**src/rtl/parity_err_monitor.sv**
```systemverilog
// Collects active-low parity status lines into sticky flags, a mismatch counter and a fault FSM.
// Optional PARITY_MON_INPUT_SYNC_EN adds a 2-flop input synchronizer.
module parity_err_monitor #(
    parameter int NUM_CH = 4,
    parameter int CNT_W  = 8,
    parameter int THRESH = 3,
    localparam int IDX_W = (NUM_CH > 1) ? $clog2(NUM_CH) : 1
) (
    input  logic              clk,
    input  logic              rst,
    input  logic [NUM_CH-1:0] parity_ok_i,
    input  logic [NUM_CH-1:0] mask_i,
    input  logic              clear_i,
    output logic [NUM_CH-1:0] err_sticky_o,
    output logic [CNT_W-1:0]  err_cnt_o,
    output logic [IDX_W-1:0]  first_ch_o,
    output logic              first_vld_o,
    output logic              fault_irq_o
);

    typedef enum logic [1:0] {
        ST_OK    = 2'd0,
        ST_PEND  = 2'd1,
        ST_FAULT = 2'd2
    } state_t;

    localparam logic [CNT_W-1:0] CNT_MAX = '1;
    localparam logic [CNT_W-1:0] THR     = CNT_W'(THRESH);

    logic [NUM_CH-1:0] ok_d;
    logic [NUM_CH-1:0] ok_q;
    logic [NUM_CH-1:0] mm;
    logic              any_mm;
    logic [IDX_W-1:0]  low_idx;

    logic [NUM_CH-1:0] sticky_q;
    logic [NUM_CH-1:0] sticky_base;
    logic [NUM_CH-1:0] sticky_d;
    logic [CNT_W-1:0]  cnt_q;
    logic [CNT_W-1:0]  cnt_base;
    logic [CNT_W-1:0]  cnt_d;
    logic [IDX_W-1:0]  first_q;
    logic [IDX_W-1:0]  first_d;
    logic              vld_q;
    logic              vld_base;
    logic              vld_d;
    logic              irq_q;
    state_t            state_q;
    state_t            state_base;
    state_t            state_d;

`ifdef PARITY_MON_INPUT_SYNC_EN
    logic [NUM_CH-1:0] sync1;
    logic [NUM_CH-1:0] sync2;

    always_ff @(posedge clk) begin
        if (rst) begin
            sync1 <= '1;
            sync2 <= '1;
        end else begin
            sync1 <= parity_ok_i;
            sync2 <= sync1;
        end
    end

    assign ok_d = sync2;
`else
    assign ok_d = parity_ok_i;
`endif

    // Reset to all-ones so the first cycle out of reset never looks like an error.
    always_ff @(posedge clk) begin
        if (rst) begin
            ok_q <= '1;
        end else begin
            ok_q <= ok_d;
        end
    end

    assign mm     = ~ok_q & ~mask_i;
    assign any_mm = |mm;

    always_comb begin
        low_idx = '0;
        for (int i = NUM_CH - 1; i >= 0; i--) begin
            if (mm[i]) begin
                low_idx = IDX_W'(i);
            end
        end
    end

    // A clear wipes history first; an error in the same cycle is then applied on top.
    always_comb begin
        sticky_base = clear_i ? '0 : sticky_q;
        cnt_base    = clear_i ? '0 : cnt_q;
        vld_base    = clear_i ? 1'b0 : vld_q;
        state_base  = clear_i ? ST_OK : state_q;
    end

    always_comb begin
        sticky_d = sticky_base | mm;
        vld_d    = vld_base | any_mm;
        cnt_d    = cnt_base;
        if (any_mm && (cnt_base != CNT_MAX)) begin
            cnt_d = cnt_base + 1'b1;
        end
        first_d = clear_i ? '0 : first_q;
        if (any_mm && !vld_base) begin
            first_d = low_idx;
        end
    end

    always_comb begin
        state_d = state_base;
        unique case (state_base)
            ST_OK: begin
                if (any_mm) begin
                    state_d = (cnt_d >= THR) ? ST_FAULT : ST_PEND;
                end
            end
            ST_PEND: begin
                if (any_mm && (cnt_d >= THR)) begin
                    state_d = ST_FAULT;
                end
            end
            ST_FAULT: begin
                state_d = ST_FAULT;
            end
            default: begin
                state_d = ST_OK;
            end
        endcase
    end

    always_ff @(posedge clk) begin
        if (rst) begin
            state_q  <= ST_OK;
            sticky_q <= '0;
            cnt_q    <= '0;
            first_q  <= '0;
            vld_q    <= 1'b0;
            irq_q    <= 1'b0;
        end else begin
            state_q  <= state_d;
            sticky_q <= sticky_d;
            cnt_q    <= cnt_d;
            first_q  <= first_d;
            vld_q    <= vld_d;
            irq_q    <= (state_d == ST_FAULT);
        end
    end

    assign err_sticky_o = sticky_q;
    assign err_cnt_o    = cnt_q;
    assign first_ch_o   = first_q;
    assign first_vld_o  = vld_q;
    assign fault_irq_o  = irq_q;

endmodule

```
**config.mk**
```make
export PLATFORM = sky130hd
export DESIGN_NAME = parity_err_monitor
export DESIGN_NICKNAME = d
export VERILOG_FILES = /design/src/rtl/parity_err_monitor.sv
export SDC_FILE = /design/constraint.sdc
export NUM_CORES = 1
export LEC_CHECK = 0
export ABC_AREA = 1
export CELL_PAD_IN_SITES_DETAIL_PLACEMENT = 1
export CELL_PAD_IN_SITES_GLOBAL_PLACEMENT = 2
export CORE_MARGIN = 8
export CORE_UTILIZATION = 26
export DETAILED_ROUTE_END_ITERATION = 8
export PLACE_DENSITY = 0.75
export SLEW_MARGIN = 20
export SYNTH_ARGS = -nofsm -noshare
export SYNTH_HDL_FRONTEND = slang
export SYNTH_SLANG_ARGS = --single-unit
export TNS_END_PERCENT = 1
```
**constraint.sdc**
```tcl
create_clock -name clk -period 2.39 [get_ports clk]
set_clock_uncertainty 0.1 [all_clocks]
set_input_delay 0.478 -clock clk [delete_from_list [all_inputs] [get_ports clk]]
set_output_delay 0.478 -clock clk [all_outputs]
set_load 0.05 [all_outputs]
```
; After elaboration in Yosys (flattened, before gate mapping)
; Cells that the tools add are included.
[word_totals]
reg_bits = 22
in_bits = 11
output_inout_bits = 16
elab_cells = 40
[op_classes]
addsub = 1
n_lt_le_gt_ge = 1
n_eq_ne = 4
mux = 15
bitwise = 5
n_reduce_logical = 7
[ops]
columns = operator, n
row1 = $mux 2, 10
row2 = $mux 8, 2
row3 = $add 8x1->8 const B, 1
row4 = $ge 8x2->1 const B, 1
row5 = $ne 8x8->1 const B, 1
row6 = $not 4->4, 2
row7 = $pmux 2 s3, 1
row8 = $and 4x4->4, 1
row9 = $eq 2x2->1 const B, 2
row10 = $mux 4, 1
row11 = $or 4x4->4, 1
row12 = $reduce_or 4->1, 1
row13 = $logic_and 1x1->1, 3
row14 = $eq 2x1->1 const B, 1
row15 = $logic_not 2->1, 1
row16 = $reduce_bool 2->1, 1
row17 = $logic_not 1->1, 1
row18 = $mux 1, 1
row19 = $or 1x1->1, 1

; Depth between registers and ports, before layout
; Gate-level depths: netlist of run 1.
[logic_depth]
word_depth = 10
depth_mapped = 19
ltp_nobuf = 17

; Least setup slack after synthesis of run 1
; No wires, ideal clock.
[synth_timing]
path_type = input to register
start = input port clear_i
end = register irq_q (netlist: fault_irq_o)
setup_ns = 0.125
arrival_time_ns = 2.044
required_time_ns = 2.165
setup_slack_ns = 0.121
path_stages = 17
path_buffers = 2
cell_sequence = inv_2 > buf_6 > buf_2 > nand2_1 > inv_1 > ha_1 > inv_1 > nor2_2 > nand2_4 > nand2_8 > inv_6 > nand2_1 > nand2_1 > nor2_1 > nand3_1 > nand2_2 > a21oi_1
[synth_between]
elab_chain_len = 9
elab_cells_between_ends = 16
classes_between = add/sub (1) / order compare (1) / eq/ne (4) / mux (7) / reduce/logical (3)
[synth_lines]
columns = item, line_no
row1 = "start, declared", 13  ; input logic clear_i,
row2 = "parallel branches: the longest is 7 deep, another holds $add 8x1->8", n/a
row3 = $pmux 2 s3 *, 115  ; unique case (state_base)
row4 = $eq 2x2->1 *, 149  ; irq_q <= (state_d == ST_FAULT);
row5 = "end signal, assigned", 149
row6 = "end, declared", 47  ; logic irq_q;
; Every way passes the cells marked *.
; A chain may end at the register's enable or synchronous reset.

; Worst setup path after layout of run 1
[layout_timing]
start = register cnt_q[5] (netlist: err_cnt_o[5])
end = output port err_cnt_o[5]
[layout_rtl]
columns = item, line_no
row1 = "start, declared", 39  ; logic [CNT_W-1:0] cnt_q;
row2 = "start signal, assigned", 146  ; cnt_q <= cnt_d;
row3 = "end, declared", 15  ; output logic [CNT_W-1:0] err_cnt_o,
; No word-level cell between the ends.

==> flow_results.org, run 1 <==
** Run status
- Run status :: complete, no violations

** Die
- The die covers 6770 um2.
- Core Area :: 4290 um2
- From left edge to right edge, the die measures 82.3 um.
- In this run the vertical extent of the chip is 82.3 um.
- Starting density of the core :: 26.6%
- Row generation in the floorplan step produced 24 rows.
- For this design the top-level I/O count stands at 27.

** Yosys
- Counting flops with a built-in enable in the synthesized netlist gives 0.
- In this run the mean area of a mapped cell was 7.13 um2.
- Cell area after synthesis :: 1140 um2
- Among all cell types in the netlist, the one instantiated most often is sky130_fd_sc_hd__nand2_1.
- Compound-gate portion of the synthesized area :: 7.13%
- Netlist cell types :: 26
- Summing the areas of all fa, ha and maj instances in the mapped netlist gives 1.10% of the synthesized area.
- Post-synth top cells :: sky130_fd_sc_hd__nand2_1 (36), sky130_fd_sc_hd__dfxtp_1 (22), sky130_fd_sc_hd__nor2_1 (21)
- Net count after synthesis :: 172
- The synthesized netlist devotes 2.30% of its cell area to XOR and XNOR gates.
- Synth Instances :: 160
- Dominant combinational cell family by area after synthesis :: simple AND/OR/NAND/NOR gates
- Flip-flop cell with the highest count after synthesis :: sky130_fd_sc_hd__dfxtp_1
- Of the synthesized area, sequential elements account for 38.6%.
- Portion of synthesized cell area occupied by the leading cell type :: 38.6%
- Post-synthesis share of cell area spent on and, or, nand and nor gates :: 41.4%
- The portion of synthesized area spent on multiplexers is 0%.
- Cell taking the most area after synthesis :: sky130_fd_sc_hd__dfxtp_1
- For this run, the number of Yosys warnings is 0.
- Ranked by total cell area, the synthesized netlist is headed by sky130_fd_sc_hd__dfxtp_1 (39%), sky130_fd_sc_hd__nand2_1 (12%), sky130_fd_sc_hd__nor2_1 (6.9%).
- Counting flops with an async set or reset pin after synthesis yields a share of 0%.
- Counting flops and latches in the post-synthesis netlist gives 22.

** GRT
- The first global-routing pass estimated 5.74 mm of wire.
- The via count of the first global-routing pass came to 1,295.
- Aggregate global routing overflow :: 0
- The number of antenna violations at the first check in global routing is 0.
- Global routing consumed, over all layers together, 10.9% of the routing resources.
- Entering global routing, the biggest net connects 15 pins.

** Clock network
- Number of CTS-inserted buffers :: 3
- TritonCTS clock tree :: done
- Clock-pin slew was measured on the worst setup and hold paths at 0.07 ns.
- Cell at the root of the clock tree :: sky130_fd_sc_hd__clkbuf_8
- CTS built an H-tree with a depth of 1.
- Maximum buffer depth of the clock tree :: 2
- The tree built by TritonCTS fans out to 22 sinks.
- For the worst-skew pair, the clock arrives at the later sink with an insertion delay of 0.26 ns.
- Hold repair after CTS inserted 0 buffers.

** Timing
- Minimum clock period :: 2.12 ns
- Accumulated negative setup slack :: 0 ns
- The count of final hold-check violations is 0.
- Fmax :: 472 MHz
- Max-Slew Margin vs Limit :: 65.9%
- Max-slew violation count :: 0
- Setup violations remaining at the end of the flow were counted as 0.
- Period utilization :: 88.6%
- Worst hold-check slack :: 0.375 ns
- Unrepaired setup endpoints after global routing :: no
- Transition time at the pin with the least slew margin :: 0.509 ns
- Worst setup slack after layout :: 0.271 ns

** Worst setup path
- Crit path required time :: 1.81 ns
- Launching point of the worst reg2reg path :: err_cnt_o[0]
- For the worst setup path, the data arrival time is 1.54 ns.
- In this run the worst setup path begins at err_cnt_o[5].
- The worst setup path is captured at an output port.
- The critical path goes through clkdlybuf4s50_1.
- STA classifies the critical path startpoint as a flip-flop.
- Number of buffers and inverters on the critical path :: 1
- In this design, the largest share of critical-path delay is due to buffers and inverters.
- By startpoint and endpoint, the worst setup path is classified as flip-flop to output port.
- Maximum fanout encountered on the critical timing path :: 4
- For this design, the slowest cell found on the critical path is sky130_fd_sc_hd__clkdlybuf4s50_1.
- The largest single stage delay on the critical path is 0.85 ns.

** Placed design
- OpenSTA, run right after detailed placement, puts the worst setup slack at -0.278 ns.
- Input and output buffers added on the ports amount to 26.
- DPL Wire Length :: 2.80 mm
- Routability cong. :: 0.802

** Finish
- The post-route netlist has 25.2% of its cells at a drive strength greater than 1.
- Area growth syn-to-layout :: 47.6%
- Once layout is complete, the utilization of the core stands at 39.2%.
- The net count of the finished layout is 224.
- Ant diodes :: 0

** Detailed routing
- The final layout contains routed wiring with a total length of 3.31 mm.
- The first routing iteration left 25 violations.
- Antenna violation net count after detailed routing :: 0
- Detailed routing placed a total of 201 um of wire on met3.
- Total number of vias :: 1,164
- WL met1 :: 1.36 mm
- In the routed design, unresolved DRC markers number 0.
- Detail Route met2 WL :: 1.74 mm
- Via density per instance :: 4.44
- The highest layer touched by signal routing is met4.
- For this run, the detailed router's first-pass iteration total came to 4.
- Dividing the detail-routed wire length by the instance count gives 12.6 um.

** Hold path
- Hold Path Class :: flip-flop to flip-flop
- In this run the most critical hold path is launched from err_sticky_o[0].

** Flow run
- Max-cap violations :: 0

** Power and ir drop
- For this design the ratio of total power to cell area is 488 nW/um2.
- The analysis attributes to cell leakage a power of 0.000772 uW.
- The worst-case IR drop observed on VDD is 0.000183 V.
## per-stage QoR
step / instance area (um2) / instances / power, uW
global placement: 1630 / 259 / 602
CTS: 1680 / 262 / 838
finish: 1680 / 262 / 821
global route: 1680 / 262 / 876
floorplan: 1140 / 160 / 521
detailed placement: 1630 / 259 / 607
## placed cells by master (no fill, tap or decap), types with 4 or more instances in the layout
master / synthesis / layout
sky130_fd_sc_hd__nand2_1: 36 / 36
sky130_fd_sc_hd__clkdlybuf4s50_1: 0 / 25
sky130_fd_sc_hd__buf_4: 0 / 25
sky130_fd_sc_hd__dfxtp_1: 22 / 22
sky130_fd_sc_hd__nor2_1: 21 / 19
sky130_fd_sc_hd__inv_1: 18 / 18
sky130_fd_sc_hd__a21oi_1: 12 / 12
sky130_fd_sc_hd__nand3_1: 10 / 10
sky130_fd_sc_hd__nand2_2: 9 / 9
sky130_fd_sc_hd__or2_2: 4 / 4
## report_power, final
group          internal [uW]  switching, uW  total (uW)
Clock                    112            114         226
Combinational           83.6            117         201
Sequential               385           9.57         395
## final timing paths
kind / to / cells past startpoint / slack [ns]
worst max register to register: state_q[1] / 14 / 0.46
worst min register to register: err_sticky_o[0] / 2 / 0.38
worst max-delay path: err_cnt_o[5] / 1 / 0.27
worst min-delay path: err_sticky_o[0] / 2 / 0.38
## what timing repair did
item / in CTS / in global routing
resized for setup: 2 / 2
buffers inserted: 0 / 0
setup endpoints to repair: 3 / 3
## cell type report
| class | instances | area [um2] |
|---|---|---|
| flip-flops and latches | 22 | 440 |
| fillers | 552 | 2610 |
| clock buffers | 3 | 41.3 |
| well taps | 52 | 65.1 |
| multi-input cells | 113 | 603 |
| repair buffers | 51 | 450 |
| inverters | 21 | 83.8 |
## layer usage
metal | GRT usage, % | vias up
li1 | - | 595
met1 | 11.3 | 546
met2 | 20.6 | 21
met3 | 3.14 | 2
met4 | 3.16 | 0
met5 | 0 | -
## state kept, by name, indices dropped and copies added, names as in the netlist
register / cells
ok_q: 4
fault_irq_o: 1
err_sticky_o: 4
first_ch_o: 2
first_vld_o: 1
err_cnt_o: 8
state_q: 2
## cell families after synthesis
| family | after synthesis |
|---|---|
| AO/OA/AOI/OAI | 16 |
| XOR/XNOR | 3 |
| adder cells (fa/ha/maj) | 1 |
| buffers and inverters | 25 |
| flip-flops | 22 |
| AND/OR/NAND/NOR | 93 |
No activity file was read; power rests on OpenSTA's default activity.
==> run 2: changes to the inputs <==
--- a/config.mk
+++ b/config.mk
@@ -8,7 +8,7 @@
 export ABC_AREA = 1
 export CELL_PAD_IN_SITES_DETAIL_PLACEMENT = 1
 export CELL_PAD_IN_SITES_GLOBAL_PLACEMENT = 2
-export CORE_MARGIN = 8
+export CORE_MARGIN = 2
 export CORE_UTILIZATION = 26
 export DETAILED_ROUTE_END_ITERATION = 8
 export PLACE_DENSITY = 0.75
==> flow_results.org, run 2 (synthesis results as in run 1) <==
** Run status
- The run finished with clean final reports.

** Finish
- The flip-flop and latch area is 440 um2 (unchanged).
- Area growth syn-to-layout :: 48.2%
- Final #Nets :: 225 (+0.45%)
- Number of flip-flops in the largest register :: 8 (unchanged)
- Ant diodes :: 0 (unchanged)
- The fill cell total of the finished layout is 545 (-1.3%).
- Most frequent cells in the layout :: sky130_fd_sc_hd__nand2_1 (36), sky130_fd_sc_hd__buf_4 (26), sky130_fd_sc_hd__clkdlybuf4s50_1 (25)
- Most common cell after layout, fill and taps aside :: sky130_fd_sc_hd__nand2_1
- Proportion of layout cells with a drive suffix above 1 :: 25.6% (+0.35 points)
- The multi-input logic area is 603 um2 (unchanged).

** Worst setup path
- The critical path is of the flip-flop to output port type.
- The required time at the worst-slack endpoint was 1.81 ns (about the same).
- Grouping stages by cell kind, the critical path spends the most delay in buffers and inverters.
- Worst path slowest cell :: sky130_fd_sc_hd__clkdlybuf4s50_1
- The worst endpoint data arrival time is 1.56 ns (+0.02 ns).
- The total buffers and inverters traversed by the critical path is 1 (unchanged).
- Endpoint kind of the worst setup timing path :: output port
- Critical path startpoint category :: flip-flop
- The largest fanout of any net on the critical path was 4 (unchanged).
- Traced cell by cell, the critical path runs through clkdlybuf4s50_1.
- The stage delay of the slowest cell on the critical path is 0.85 ns (about the same).

** Placed design
- The weighted congestion reported at the end of routability-driven placement was 0.918 (+14%).
- The quantity of I/O buffers inserted on ports was 26 (unchanged).
- DPL Wire Length :: 2.63 mm (-5.8%)
- Worst setup slack after placement :: -0.310 ns (-0.0316 ns)

** Detailed routing
- DR pass1 iterations :: 4 (unchanged)
- Wire length reported by the detailed router :: 3.12 mm (-5.8%)
- Antenna violation net count after detailed routing :: 0 (unchanged)
- The routed wire length per instance is 11.9 um (-6.1%).
- DRC violations left :: 0 (unchanged)
- The vias after detailed routing is 1,160 (-0.34%).
- The routed via count divided by cell count is 4.41 (-0.72%).
- DR iter-0 viols :: 34 (+36%)

** Timing
- Max-slew violation count :: 0 (unchanged)
- Max-Slew Margin vs Limit :: 65.9% (about the same)
- Worst setup slack after layout :: 0.251 ns (-0.0207 ns)
- The clock period minus final worst setup slack is 2.14 ns (+0.0207 ns).
- Number of endpoints failing setup at the final stage :: 0 (unchanged)
- Transition time at the pin with the least slew margin :: 0.510 ns (+0.000838 ns)
- Setup repair after global routing left no endpoint under its margin.
- Final Hold Vio Count :: 0 (unchanged)
- Fmax :: 467 MHz (-0.97%)
- Period utilization :: 89.5% (+0.86 points)

** GRT
- The maximum number of pins on one net before global-route repair came to 15 (unchanged).
- The overall overflow remaining after global route is 0 (unchanged).
- GRT Max-Usage Layer :: met2
- Met3 Usage GRT :: 2.31% (-0.83 points)
- Initial antenna violation count :: 0 (unchanged)
- The global routing usage on met2 came to 25.5% (+4.9 points).
- The wire length of the first global-routing pass was 5.31 mm (-7.6%).
- Global routing usage summed across all routing layers :: 13.5% (+2.6 points)
- Met1 Use GR :: 15.4% (+4.1 points)
- Vias in the first global route :: 1,227 (-5.3%)

** Power and ir drop
- Portion of total power attributed to sequential cells :: 47.8% (-0.3 points)
- The leakage power came to 0.000777 uW (+0.62%).
- The switching power as a share of total power is 29.5% (+0.21 points).
- The power share of the combinational group was 24.4% (about the same).
- P per Cell Area :: 488 nW/um2 (about the same)
- Internal cell power :: 582 uW (+0.18%)
- Clk network pwr share :: 27.8% (+0.3 points)
- The worst supply voltage drop on vdd was 0.000233 V (+28%).
- The total power of the final layout was 825 uW (+0.48%).
- Sw Pwr :: 243 uW (+1.2%)

** Clock network
- Number of CTS-inserted buffers :: 3 (unchanged)
- Maximum buffer depth of the clock tree :: 2 (unchanged)
- The clock latency of the later-clocked register in the worst-skew pair was 0.26 ns (about the same).
- The clock slew seen by the registers of the worst setup and hold paths is 0.08 ns (about the same).
- Cell at the root of the clock tree :: sky130_fd_sc_hd__clkbuf_8
- The deepest level of the CTS H-tree is 1 (unchanged).
- TritonCTS built the clock tree.
- The total number of clock tree sinks was 22 (unchanged).

** Flow run
- The number of maximum-capacitance violations was 0 (unchanged).

** Die
- The horizontal extent of the die was 70.3 um (-15%).
- The area of the die came to 4940 um2 (-27%).
- Standard-cell row count :: 24 (unchanged)
- The area of the core region was 4290 um2 (unchanged).
- Chip Height :: 70.3 um (-15%)
- The I/O pin total came to 27 (unchanged).
- Starting density of the core :: 26.6% (unchanged)

** Hold path
- Hold Path Class :: flip-flop to flip-flop
[run 2: worst paths after layout]
kind / startpoint / end / slack (ns) / depth (start not counted)
hold / removal: err_sticky_o[1] / err_sticky_o[1] / 0.37 / 2
setup / recovery: err_cnt_o[5] / err_cnt_o[5] / 0.25 / 1
hold reg to reg: err_sticky_o[1] / err_sticky_o[1] / 0.37 / 2
setup reg to reg: err_cnt_o[0] / state_q[0] / 0.45 / 15
[run 2: power groups by stage]
stage | Combinational (uW) | Clock [uW] | Sequential (uW)
floorplan | 79.0 | 0 | 442
global placement | 199 | 0 | 403
detailed placement | 203 | 0 | 403
CTS | 205 | 233 | 395
global route | 220 | 250 | 397
finish | 201 | 229 | 394
[run 2: metal layers]
| metal | share of wire, % | vias up |
|---|---|---|
| met5 | 0 | - |
| met4 | 0.83 | 0 |
| met3 | 4.3 | 4 |
| met2 | 53 | 23 |
| met1 | 42 | 532 |
| li1 | - | 601 |
[run 2: layout make-up]
type	instances	share of cell area, %
multi-input combinational	113	35.7
inverter	21	4.96
tap	52	3.85
clock buffer	3	2.44
timing repair buffer	52	27.1
sequential	22	26.0
[run 2: what timing repair did]
action                     CTS  global route
hold buffers                 0             0
resized for setup            2             2
hold endpoints to repair     0             0
buffers inserted             0             0
setup endpoints to repair    3             3
[run 2: worst register-to-register path, stage by stage (launching register included)]
cell and delay [ns]:
sky130_fd_sc_hd__dfxtp_1 0.35, sky130_fd_sc_hd__inv_1 0.07, sky130_fd_sc_hd__nor2_2 0.12, sky130_fd_sc_hd__ha_1 0.19, sky130_fd_sc_hd__inv_1 0.08, sky130_fd_sc_hd__nor2_4 0.15, sky130_fd_sc_hd__nand2_4 0.10, sky130_fd_sc_hd__nand2_8 0.11
sky130_fd_sc_hd__inv_6 0.04, sky130_fd_sc_hd__nand2_2 0.06, sky130_fd_sc_hd__nand2_1 0.06, sky130_fd_sc_hd__nor2_2 0.13, sky130_fd_sc_hd__nand3_1 0.10, sky130_fd_sc_hd__nand2_2 0.09, sky130_fd_sc_hd__nand2_2 0.06, sky130_fd_sc_hd__nor2_2 0.07
[run 2: through the flow]
stage               hold WS (ns)  instances  setup TNS, ns  cell area (um2)  util [%]
finish                     0.372        263              0             1690      39.4
global route               0.405        263              0             1690      39.4
CTS                        0.380        263              0             1690      39.3
detailed placement         0.363        260         -0.907             1640      38.1
global placement           0.360        260         -0.447             1640      38.1
floorplan                  0.377        160              0             1140         -
